File: src/rtl/uart_bridge_pkg.sv
// Shared types and limits for the UART stream bridge: strobe FSM states,
// holdoff bounds and round-robin side encoding.
package uart_bridge_pkg;

  typedef enum logic [1:0] {
    IDLE = 2'd0,
    WR   = 2'd1,
    RD   = 2'd2,
    HOLD = 2'd3
  } state_e;

  typedef enum logic {
    RR_TX = 1'b0,
    RR_RX = 1'b1
  } rr_e;

  localparam int HOLDOFF_MIN = 2;
  localparam int HOLDOFF_MAX = 15;
  localparam int HOLD_W      = 4;

endpackage

File: src/rtl/uart_err_counter.sv
// Saturating event counter with synchronous clear; clear wins over increment.
module uart_err_counter #(
  parameter int CNT_W = 8
) (
  input  logic             CLK,
  input  logic             aresetn,
  input  logic             clr_i,
  input  logic             inc_i,
  output logic [CNT_W-1:0] cnt_o
);

  logic [CNT_W-1:0] cnt_q, cnt_d;

  always_comb begin
    cnt_d = cnt_q;
    if (clr_i) begin
      cnt_d = '0;
    end else if (inc_i && (cnt_q != '1)) begin
      cnt_d = cnt_q + CNT_W'(1);
    end
  end

  always_ff @(posedge CLK or negedge aresetn) begin
    if (!aresetn) begin
      cnt_q <= '0;
    end else begin
      cnt_q <= cnt_d;
    end
  end

  assign cnt_o = cnt_q;

endmodule

File: src/rtl/uart_stream_bridge.sv
// Bridges valid/ready TX/RX byte streams onto the UART core's chip-select
// strobe interface, tagging RX bytes with error flags and counting errors.
module uart_stream_bridge
  import uart_bridge_pkg::*;
#(
  parameter int HOLDOFF = 4,
  parameter int CNT_W   = 8
) (
  input  logic             CLK,
  input  logic             aresetn,
  input  logic             tx_valid,
  input  logic [7:0]       tx_data,
  output logic             tx_ready,
  output logic             rx_valid,
  output logic [7:0]       rx_data,
  output logic             rx_perr,
  output logic             rx_ferr,
  input  logic             rx_ready,
  output logic             uart_csn,
  output logic             uart_wen,
  output logic             uart_oen,
  output logic [7:0]       uart_din,
  input  logic [7:0]       uart_dout,
  input  logic             uart_txrdy,
  input  logic             uart_rxrdy,
  input  logic             uart_perr,
  input  logic             uart_ferr,
  input  logic             uart_ovf,
  output logic [CNT_W-1:0] perr_cnt,
  output logic [CNT_W-1:0] ferr_cnt,
  output logic [CNT_W-1:0] ovf_cnt,
  input  logic             clr_cnt
);

  localparam logic [HOLD_W-1:0] HOLD_LOAD = HOLD_W'(HOLDOFF - 2);

  state_e            state_q, state_d;
  logic [HOLD_W-1:0] hold_q, hold_d;
  rr_e               rr_last_q, rr_last_d;
  logic              csn_q, csn_d, wen_q, wen_d, oen_q, oen_d;
  logic [7:0]        din_q, din_d;
  logic              tx_ready_q, tx_ready_d;
  logic              rx_valid_q, rx_valid_d;
  logic [7:0]        rx_data_q, rx_data_d;
  logic              rx_perr_q, rx_perr_d, rx_ferr_q, rx_ferr_d;
  logic              ovf_prev_q;
  logic              tx_req, rx_req, rd_load;

  assign tx_req  = tx_valid && uart_txrdy;
  assign rx_req  = uart_rxrdy && (!rx_valid_q || rx_ready);
  assign rd_load = (state_q == RD);

  // tx_ready is registered, so a TX grant is an offer cycle in IDLE; the
  // byte is only taken if tx_valid is still high while tx_ready is up.
  always_comb begin
    state_d    = state_q;
    hold_d     = hold_q;
    rr_last_d  = rr_last_q;
    csn_d      = 1'b1;
    wen_d      = 1'b1;
    oen_d      = 1'b1;
    din_d      = din_q;
    tx_ready_d = 1'b0;
    rx_valid_d = rx_valid_q;
    rx_data_d  = rx_data_q;
    rx_perr_d  = rx_perr_q;
    rx_ferr_d  = rx_ferr_q;
    if (rx_valid_q && rx_ready) begin
      rx_valid_d = 1'b0;
    end
    case (state_q)
      IDLE: begin
        if (tx_ready_q) begin
          if (tx_valid) begin
            din_d   = tx_data;
            csn_d   = 1'b0;
            wen_d   = 1'b0;
            state_d = WR;
          end
        end else if (hold_q == '0) begin
          if (tx_req && (!rx_req || (rr_last_q == RR_RX))) begin
            tx_ready_d = 1'b1;
            rr_last_d  = RR_TX;
          end else if (rx_req) begin
            csn_d     = 1'b0;
            oen_d     = 1'b0;
            state_d   = RD;
            rr_last_d = RR_RX;
          end
        end else begin
          hold_d = hold_q - HOLD_W'(1);
        end
      end
      WR: begin
        state_d = HOLD;
        hold_d  = HOLD_LOAD;
      end
      RD: begin
        rx_data_d  = uart_dout;
        rx_perr_d  = uart_perr;
        rx_ferr_d  = uart_ferr;
        rx_valid_d = 1'b1;
        state_d    = HOLD;
        hold_d     = HOLD_LOAD;
      end
      HOLD: begin
        if (hold_q == '0) begin
          state_d = IDLE;
        end else begin
          hold_d = hold_q - HOLD_W'(1);
        end
      end
      default: state_d = IDLE;
    endcase
  end

  always_ff @(posedge CLK or negedge aresetn) begin
    if (!aresetn) begin
      state_q    <= IDLE;
      hold_q     <= '0;
      rr_last_q  <= RR_RX;
      csn_q      <= 1'b1;
      wen_q      <= 1'b1;
      oen_q      <= 1'b1;
      din_q      <= '0;
      tx_ready_q <= 1'b0;
      rx_valid_q <= 1'b0;
      rx_data_q  <= '0;
      rx_perr_q  <= 1'b0;
      rx_ferr_q  <= 1'b0;
      ovf_prev_q <= 1'b0;
    end else begin
      state_q    <= state_d;
      hold_q     <= hold_d;
      rr_last_q  <= rr_last_d;
      csn_q      <= csn_d;
      wen_q      <= wen_d;
      oen_q      <= oen_d;
      din_q      <= din_d;
      tx_ready_q <= tx_ready_d;
      rx_valid_q <= rx_valid_d;
      rx_data_q  <= rx_data_d;
      rx_perr_q  <= rx_perr_d;
      rx_ferr_q  <= rx_ferr_d;
      ovf_prev_q <= uart_ovf;
    end
  end

  uart_err_counter #(.CNT_W(CNT_W)) u_perr_cnt (
    .CLK(CLK), .aresetn(aresetn), .clr_i(clr_cnt),
    .inc_i(rd_load && uart_perr), .cnt_o(perr_cnt)
  );

  uart_err_counter #(.CNT_W(CNT_W)) u_ferr_cnt (
    .CLK(CLK), .aresetn(aresetn), .clr_i(clr_cnt),
    .inc_i(rd_load && uart_ferr), .cnt_o(ferr_cnt)
  );

  uart_err_counter #(.CNT_W(CNT_W)) u_ovf_cnt (
    .CLK(CLK), .aresetn(aresetn), .clr_i(clr_cnt),
    .inc_i(uart_ovf && !ovf_prev_q), .cnt_o(ovf_cnt)
  );

  assign uart_csn = csn_q;
  assign uart_wen = wen_q;
  assign uart_oen = oen_q;
  assign uart_din = din_q;
  assign tx_ready = tx_ready_q;
  assign rx_valid = rx_valid_q;
  assign rx_data  = rx_data_q;
  assign rx_perr  = rx_perr_q;
  assign rx_ferr  = rx_ferr_q;

endmodule

File: config.mk
export PLATFORM = sky130hd
export DESIGN_NAME = uart_stream_bridge
export DESIGN_NICKNAME = d
export VERILOG_FILES = /design/src/rtl/uart_bridge_pkg.sv /design/src/rtl/uart_err_counter.sv /design/src/rtl/uart_stream_bridge.sv
export SDC_FILE = /design/constraint.sdc
export NUM_CORES = 1
export LEC_CHECK = 0
export ABC_AREA = 1
export CAP_MARGIN = 20
export CELL_PAD_IN_SITES_DETAIL_PLACEMENT = 0
export CELL_PAD_IN_SITES_GLOBAL_PLACEMENT = 1
export CORE_ASPECT_RATIO = 0.9
export CORE_UTILIZATION = 32
export CTS_CLUSTER_SIZE = 16
export DETAILED_ROUTE_END_ITERATION = 6
export PLACE_DENSITY_LB_ADDON = 0.1
export SETUP_SLACK_MARGIN = 0.5
export SLEW_MARGIN = 10
export SYNTH_ARGS = -nofsm -noshare
export SYNTH_HDL_FRONTEND = slang
export SYNTH_SLANG_ARGS = --single-unit
File: constraint.sdc
create_clock -name CLK -period 1.2 [get_ports CLK]
set_input_delay 0.24 -clock CLK [delete_from_list [all_inputs] [get_ports CLK]]
set_output_delay 0.24 -clock CLK [all_outputs]
set_load 0.02 [all_outputs]
==> results of run 1 <==
-- power breakdown --
part	internal, mW	switching, mW
Sequential	2.33	0.355
Clock	0.529	0.597
Combinational	2.24	2.13
Total	5.10	3.08
-- cell usage in the layout, fill, tap and decap left out, types with 3 or more instances in the layout --
| cell type | Yosys | routed |
|---|---|---|
| dfrtp_1 | 51 | 31 |
| clkdlybuf4s50_1 | 0 | 24 |
| o21ai_1 | 10 | 13 |
| inv_2 | 0 | 9 |
| nand2_1 | 121 | 97 |
| clkbuf_8 | 0 | 7 |
| buf_6 | 2 | 63 |
| or2_2 | 4 | 3 |
| buf_12 | 0 | 3 |
| nor2_4 | 4 | 11 |
| nand3_2 | 7 | 9 |
| ha_4 | 0 | 7 |
| nand2_2 | 2 | 22 |
| nor2_1 | 25 | 21 |
| nor2_2 | 4 | 3 |
| mux2_2 | 8 | 8 |
| dfstp_2 | 4 | 4 |
| nand2_4 | 0 | 4 |
| buf_4 | 1 | 53 |
| nand4_1 | 8 | 8 |
| dfrtp_2 | 0 | 20 |
| o21ai_0 | 8 | 3 |
| inv_1 | 36 | 26 |
| o21ai_2 | 1 | 3 |
| nand3_1 | 24 | 20 |
-- stage by stage --
step	total power, mW	util	std cells
after floorplan	4.48	-	342
after global placement	5.86	0.487	575
after detailed placement	5.91	0.487	575
after CTS	8.00	0.546	605
after global routing	8.77	0.567	614
final	8.18	0.567	614
-- cell usage after synthesis, drive strengths merged (2+ instances only) --
| cell | number | share of area |
|---|---|---|
| a21oi | 5 | 0.014 |
| buf | 4 | 0.012 |
| dfrtp | 51 | 0.45 |
| dfstp | 4 | 0.037 |
| ha | 8 | 0.035 |
| inv | 37 | 0.050 |
| mux2 | 8 | 0.032 |
| nand2 | 123 | 0.16 |
| nand3 | 31 | 0.067 |
| nand4 | 8 | 0.018 |
| nor2 | 34 | 0.064 |
| o21ai | 19 | 0.035 |
| or2 | 4 | 0.0088 |
| xor2 | 2 | 0.0061 |
-- routing by layer --
layer  routed length (um)  part of all wire  GRT usage
met2                 3490              0.47      0.285
met3                  293             0.040     0.0416
met1                 3500              0.47      0.234
met4                   87             0.012     0.0459
met5                    0                 0          0
-- sequential cells by signal (all words and copies together) (netlist names), 2 cells and up --
signal / cells
hold_q: 4
u_ovf_cnt.cnt_o: 8
uart_din: 8
rx_data: 8
state_q: 2
u_perr_cnt.cnt_o: 8
u_ferr_cnt.cnt_o: 8
-- worst max-delay path, stage by stage, from the launching register on --
cell,delay [ns]
dfrtp_1,0.43
buf_6,0.13
ha_4,0.16
buf_4,0.13
buf_6,0.12
buf_8,0.14
inv_8,0.07
nand2_2,0.05
nand2_1,0.06
-- logic make-up after synthesis --
| family | Yosys count |
|---|---|
| mux | 8 |
| flops | 55 |
| fa+ha+maj | 8 |
| xor+xnor | 2 |
| compound gates | 27 |
| buf+inv | 41 |
| simple gates | 201 |
-- worst max-delay path by stage --
| stage | end | slack, ns | depth (start not counted) |
|---|---|---|---|
| 4_1_cts | u_perr_cnt.cnt_o[5] | -0.12 | 8 |
| 3_5_place_dp | u_ovf_cnt.cnt_o[2] | -0.32 | 7 |
| 3_3_place_gp | u_ovf_cnt.cnt_o[4] | -0.29 | 7 |
| 2_1_floorplan | u_perr_cnt.cnt_o[5] | -0.09 | 7 |
| 6_report | rx_ferr | -0.14 | 8 |
| 5_1_grt | state_q[0] | -0.22 | 8 |
-- final cells by class --
| type | count | area share |
|---|---|---|
| Clock buffer | 8 | 0.0205 |
| Inverter | 37 | 0.0305 |
| Timing Repair Buffer | 146 | 0.298 |
| Timing Repair inverter | 1 | 0.00231 |
| Tap cell | 119 | 0.0305 |
| Multi-Input combinational cell | 248 | 0.330 |
| Sequential cell | 55 | 0.288 |
-- what timing repair did --
action | CTS | global route
endpoints found under the setup margin | 101 | 101
pin swaps | 21 | 14
resized for setup | 326 | 34
cloned | 4 | 0
endpoints found under the hold margin | 51 | 51
setup buffers | 18 | 9
==> impl_metrics.tcl, run 1 <==
set metrics [dict create \
    outcome "finished, violations left" \
    violations "negative hold slack, negative setup slack" \
    rsz0062_at_grt "true" \
    critPathLaunch "state_q[1]" \
    fin_setup_tns_ns -4.57 \
    die_y_um 91.6 \
    ir_worst_vdd_uv 1000 \
    avgSynthCellArea_um2 8.34 \
    final_area_um2 4880 \
    synth_edf_count 0 \
    yosys.area_share.simple 0.323 \
    p_per_area_nw_per_um2 1680 \
    ant_nets 0 \
    holdWs_ns -0.0865 \
    crit_path_start_kind "register" \
    synth_top_family_by_area "simple AND/OR/NAND/NOR gates" \
    relSlewSlack 0.787 \
    syn_nets 376 \
    fill_cells 799 \
    leakagePower_nw 2.33 \
    setup_violations 53 \
    num_rows 32 \
    arrival_ns 1.59 \
    crit_fanout 5 \
    ys_ff_latch 55 \
    finalHoldViolations 51 \
    fin_crit_sh 1.12 \
    seq_area_um2 1410 \
    via_count 2732 \
    clkSlewWorstSetupHoldPaths_ns 0.09 \
    yosysWarnings 0 \
    max_freq_mhz 745 \
    drv_slew 0 \
    drc_errors 0 \
    grt_pass1_wl_mm 12.9 \
    nets 528 \
    finClkSkew_ns 0.00697 \
    crit_type "register to register" \
    synth_seq_area_share 0.484 \
    muxShareOfSynthArea 0.0316 \
    grt_start_max_net_pins 56 \
    final_layout_size_suffix_gt1_frac 0.497 \
    timing.rr.start "state_q[1]" \
    postSynthCellCount 342 \
    r2r-end "rx_ferr" \
    numCtsBuffers 5 \
    clock_latency_ns 0.31 \
    multiInputGateArea_um2 1610 \
    worstHoldPathType "primary input to async pin" \
    place.gp.congestion 0.770 \
    antennaDiodeCount 0 \
    clk_path_buf_depth 2 \
    ctsRootBufferMaster "clkbuf_8" \
    worstMarginPinSlew_ns 0.320 \
    cts_tree "built" \
    io_buffers 72 \
    initial_utilization 0.332 \
    htree_levels 2 \
    dr.first_iter.drc_count 76 \
    ios 73 \
    drt-wirelength-per-cell_um 12.0 \
    ys.flop_type "dfrtp_1" \
    cts.sinks 55 \
    place_ws_ns -0.316 \
    synth-compound-area-share 0.0583 \
    synth_cell_types 30 \
    synth_fa_ha_area_frac 0.0351 \
    cap_violations 0 \
    synth-xor-area-share 0.00614 \
    worstPathRequired_ns 1.45 \
    period_minus_slack_ns 1.34 \
    antenna_found_initial 0 \
    routed_wirelength_mm 7.37 \
    reg2reg_depth 8 \
    grt.overflow.total 0 \
    crit_path_end_kind "register" \
    worst-r2r-setup-slack_ns -0.14 \
    ys_async_sr_fraction 1.00 \
    grt_pass1_vias 2759 \
    worst_slack_ns -0.142 \
    die_area_um2 9300 \
    placed_area_um2 4190 \
    dp_hpwl_mm 4.96 \
    core-area_um2 8610 \
    track_usage 0.176 \
    syn_area_um2 2850 \
    viasPerCell 4.45 \
    die_w_um 102 \
    area.growth.synth_to_final_pct 71.2 \
    firstDrtPassIters 4 \
]
No activity file was read; power rests on OpenSTA's default activity.
==> run 2, diff against run 1 <==
Settings changed: SLEW_MARGIN 10 to unset, TNS_END_PERCENT set to 1.
==> run 2 against run 1 <==
Against the previous run:
- the flow still finishes with violations (negative hold slack, negative setup slack)
- clock-buffer cell count decreased by 2
- clock skew decreased by 0.0036 ns
- power decreased by 7.8%
- sequential cell count unchanged
- combinational power decreased by 17%
- maximum frequency increased by 0.39%
- core utilization decreased by 4.5 points
- via count decreased by 4.2%
- first-iteration DRC count decreased by 2.6%
- critical endpoint is now state_q[1]
- global-route usage decreased by 1.5 points
- critical path depth unchanged
==> impl_metrics.tcl, run 2 (synthesized netlist as in run 1, its figures left out) <==
set metrics [dict create \
    setup_violations 49 \
    finalPower_mw 7.54 \
    drt-wirelength-per-cell_um 11.7 \
    worst_slack_ns -0.137 \
    dr.first_iter.drc_count 74 \
    antenna_found_initial 0 \
    crit_path_start_kind "register" \
    final_area_um2 4490 \
    cts_tree "built" \
    track_usage 0.161 \
    grt_start_max_net_pins 56 \
    fin_setup_tns_ns -3.50 \
    grt_pass1_wl_mm 12.0 \
    worst-r2r-setup-slack_ns -0.14 \
    cap_violations 0 \
    violations "negative hold slack, negative setup slack" \
    core-area_um2 8610 \
    viasPerCell 4.43 \
    io_buffers 72 \
    dp_hpwl_mm 4.89 \
    num_rows 32 \
    worstPathRequired_ns 1.45 \
    crit_fanout 5 \
    holdWs_ns -0.0811 \
    fin_crit_sh 1.11 \
    finClkSkew_ns 0.00333 \
    reg2reg_depth 8 \
    die_area_um2 9300 \
    die_w_um 102 \
    worstHoldPathType "primary input to async pin" \
    relSlewSlack 0.771 \
    place.gp.congestion 0.747 \
    ant_nets 0 \
    critPathLaunch "state_q[0]" \
    clkSlewWorstSetupHoldPaths_ns 0.10 \
    numCtsBuffers 5 \
    multiInputGateArea_um2 1510 \
    nets 505 \
    r2r-end "state_q[1]" \
    max_freq_mhz 748 \
    drv_slew 0 \
    clk_path_buf_depth 2 \
    fill_cells 854 \
    initial_utilization 0.332 \
    grt_pass1_vias 2562 \
    htree_levels 2 \
    arrival_ns 1.58 \
    period_minus_slack_ns 1.34 \
    die_y_um 91.6 \
    antennaDiodeCount 0 \
    ir_worst_vdd_uv 950 \
    cp-endpoint "state_q[1]" \
    leakagePower_nw 2.19 \
    crit_type "register to register" \
    rsz0062_at_grt "true" \
    ctsRootBufferMaster "clkbuf_8" \
    finalHoldViolations 51 \
    final_layout_size_suffix_gt1_frac 0.400 \
    outcome "finished, violations left" \
    layout.cells.most_common "nand2_1" \
    dp_cells 577 \
    final_cell_mix "nand2_1 (112), buf_4 (50), buf_6 (44)" \
    ios 73 \
    final_core_util 0.522 \
    seq_area_um2 1390 \
    placed_area_um2 4130 \
    crit_path_end_kind "register" \
    clock_latency_ns 0.30 \
    place_ws_ns -0.301 \
    worstMarginPinSlew_ns 0.343 \
    drc_errors 0 \
    area.growth.synth_to_final_pct 57.5 \
    firstDrtPassIters 4 \
    via_count 2618 \
    grt.overflow.total 0 \
    cts.sinks 55 \
    timing.rr.start "state_q[0]" \
    routed_wirelength_mm 6.90 \
    p_per_area_nw_per_um2 1680 \
    final_cells 591 \
]
-- run 2: changes by cell type in the layout (fill, tap and decap cells not counted), sizes merged --
cell,previous run,this run
buf,122,100
bufinv,0,1
clkbuf,8,6
clkinv,0,1
inv,38,37
-- run 2: worst min path at each step --
stage | from | to | cells past startpoint
floorplan | aresetn | hold_q[0] | 0
global placement | aresetn | rx_data[1] | 2
detailed placement | aresetn | rx_data[1] | 2
CTS | aresetn | rx_data[1] | 2
global route | aresetn | rx_data[1] | 2
finish | aresetn | rx_data[1] | 2
-- run 2: critical path, cell delays in order, from the launching register on --
cell and delay (ns):
dfrtp_1 0.40, inv_2 0.11, ha_4 0.18, inv_1 0.07, nor2_4 0.17, nand3_4 0.12
nand3_1 0.12, nand2_1 0.05, nand2_1 0.06
-- run 2: power breakdown --
part	switching (mW)	leakage, nW	internal (mW)
clock network	0.605	0.0612	0.676
registers	0.316	0.705	2.33
logic	1.86	1.42	1.75
total	2.78	2.19	4.76
-- run 2: metal layers --
| metal | vias to the layer above | part of all wire | global-route usage |
|---|---|---|---|
| li1 | 1351 | - | - |
| met1 | 1214 | 0.48 | 0.207 |
| met2 | 47 | 0.47 | 0.269 |
| met3 | 6 | 0.047 | 0.0393 |
| met4 | 0 | 0.0097 | 0.0399 |
| met5 | - | 0 | 0 |
-- run 2: final cells by class --
cell class              instances  area share
clock buffers                   6      0.0184
multi-input cells             248       0.335
well taps                     119      0.0331
inverters                      37      0.0320
flip-flops and latches         55       0.310
repair buffers                124       0.264
clock inverters                 2     0.00780
-- run 2: repair_timing --
item                       in CTS  in global routing
resized for setup             277                 44
setup buffers                   4                  0
hold endpoints to repair       51                 51
gates cloned                    2                  0
setup endpoints to repair     101                101
pin swaps                      12                  8
==> run 3, diff against run 2 <==
Settings changed: ABC_CLOCK_PERIOD_IN_PS set to 1200, PLACE_DENSITY set to 0.77, PLACE_DENSITY_LB_ADDON 0.1 to unset.
==> run 3 against run 2 <==
Against the previous run:
- the run still ends with negative hold slack, negative setup slack left
- worst setup slack improved by 0.011 ns
- routed wire length up 0.48%
- combinational power barely moved
- critical path depth stayed put
- clock skew increased by 0.010 ns
- global-route usage decreased by 0.14 points
- critical path type unchanged
- largest power group unchanged
==> impl_metrics.tcl, run 3 (synthesized netlist as in run 1, its figures left out) <==
set metrics [dict create \
    io_buffers 72 \
    cts_tree "built" \
    worstHoldPathType "primary input to async pin" \
    finClkSkew_ns 0.0133 \
    grt_pass1_vias 2601 \
    ctsRootBufferMaster "clkbuf_8" \
    clock_latency_ns 0.30 \
    antennaDiodeCount 0 \
    finalHoldViolations 51 \
    clkSlewWorstSetupHoldPaths_ns 0.10 \
    grt_pass1_wl_mm 11.9 \
    place_ws_ns -0.290 \
    via_count 2640 \
    outcome "finished, violations left" \
    core-area_um2 8610 \
    leakagePower_nw 2.18 \
    crit_path_end_kind "register" \
    seq_area_um2 1390 \
    max_freq_mhz 754 \
    period_minus_slack_ns 1.33 \
    final_core_util 0.526 \
    worstMarginPinSlew_ns 0.317 \
    relSlewSlack 0.789 \
    rsz0062_at_grt "true" \
    drt-wirelength-per-cell_um 11.7 \
    p_per_area_nw_per_um2 1640 \
    arrival_ns 1.51 \
    dr.first_iter.drc_count 63 \
    grt.overflow.total 0 \
    initial_utilization 0.332 \
    fin_crit_sh 1.11 \
    die_area_um2 9300 \
    htree_levels 2 \
    numCtsBuffers 5 \
    routed_wirelength_mm 6.94 \
    crit_type "register to register" \
    fill_cells 814 \
    drc_errors 0 \
    fin_setup_tns_ns -3.35 \
    final_cell_mix "nand2_1 (109), buf_4 (45), buf_6 (44)" \
    worstPathRequired_ns 1.39 \
    final_layout_size_suffix_gt1_frac 0.413 \
    num_rows 32 \
    drv_slew 0 \
    area.growth.synth_to_final_pct 58.5 \
    crit_path_start_kind "register" \
    layout.cells.most_common "nand2_1" \
    cts.sinks 55 \
    setup_violations 53 \
    place.gp.congestion 0.813 \
    violations "negative hold slack, negative setup slack" \
    worst_slack_ns -0.126 \
    dp_hpwl_mm 4.95 \
    clk_path_buf_depth 2 \
    nets 505 \
    cap_violations 0 \
    die_w_um 102 \
    die_y_um 91.6 \
    multiInputGateArea_um2 1530 \
    crit_fanout 6 \
    ios 73 \
    viasPerCell 4.47 \
    track_usage 0.160 \
    firstDrtPassIters 4 \
    ant_nets 0 \
    antenna_found_initial 0 \
    holdWs_ns -0.0965 \
    ir_worst_vdd_uv 1140 \
    grt_start_max_net_pins 56 \
]
run 3: changes by cell type in the layout (fill, tap and decap cells not counted), moves of 2 or more:
cell | previous run | this run
buf_4 | 50 | 45
o21ai_1 | 13 | 9
clkinvlp_4 | 0 | 3
nand2_1 | 112 | 109
nor2_4 | 7 | 10
o21ai_0 | 4 | 7
buf_12 | 3 | 5
nand2_2 | 8 | 10
o21ai_2 | 1 | 3
run 3: layout make-up:
cell class | instances | area share
Tap cell | 119 | 0.0329
Timing Repair inverter | 1 | 0.00166
Clock buffer | 7 | 0.0213
Inverter | 37 | 0.0321
Sequential cell | 55 | 0.308
Clock inverter | 1 | 0.00166
Multi-Input combinational cell | 249 | 0.339
Timing Repair Buffer | 122 | 0.264
run 3: routing by layer:
layer | track usage | up-vias | part of all wire
li1 | - | 1362 | -
met1 | 0.215 | 1237 | 0.48
met2 | 0.262 | 37 | 0.48
met3 | 0.0300 | 4 | 0.033
met4 | 0.0399 | 0 | 0.0091
met5 | 0 | - | 0
run 3: worst paths after layout:
| kind | startpoint | to | slack, ns | cells past startpoint |
|---|---|---|---|---|
| min | aresetn | uart_din[4] | -0.1 | 2 |
| max | state_q[0] | u_perr_cnt.cnt_o[3] | -0.13 | 8 |
| min in group CLK | uart_ovf | ovf_prev_q | 0.40 | 1 |
| max reg2reg | state_q[0] | u_perr_cnt.cnt_o[3] | -0.13 | 8 |
| min reg2reg | rx_data[4] | rx_data[4] | 0.51 | 2 |
| max in group asynchronous | aresetn | uart_oen | 0.98 | 2 |
run 3: timing repair:
item	CTS	global route
setup endpoints to repair	101	101
resized for setup	275	51
endpoints found under the hold margin	51	51
pin swaps	8	12
setup buffers	0	4
cloned	1	3
run 3: per-stage QoR:
| step | total power [mW] | instances | cell area [um2] |
|---|---|---|---|
| after floorplan | 4.32 | 342 | 2910 |
| after global placement | 5.71 | 575 | 4120 |
| after detailed placement | 5.76 | 575 | 4120 |
| after CTS | 7.21 | 584 | 4330 |
| after global routing | 7.95 | 591 | 4520 |
| final | 7.41 | 591 | 4520 |
run 3: where the power goes:
group	internal, mW	total (mW)	switching (mW)
Clock	0.527	1.14	0.610
Sequential	2.33	2.66	0.334
Combinational	1.75	3.61	1.86
run 3: worst max-delay path, cell delays in order, from the launching register on:
cell and delay (ns):
dfrtp_1 0.41, inv_2 0.11, ha_4 0.18, nand2_4 0.08
a21oi_4 0.14, buf_12 0.14, nor2_8 0.05, nand2_1 0.05
nand2_1 0.05
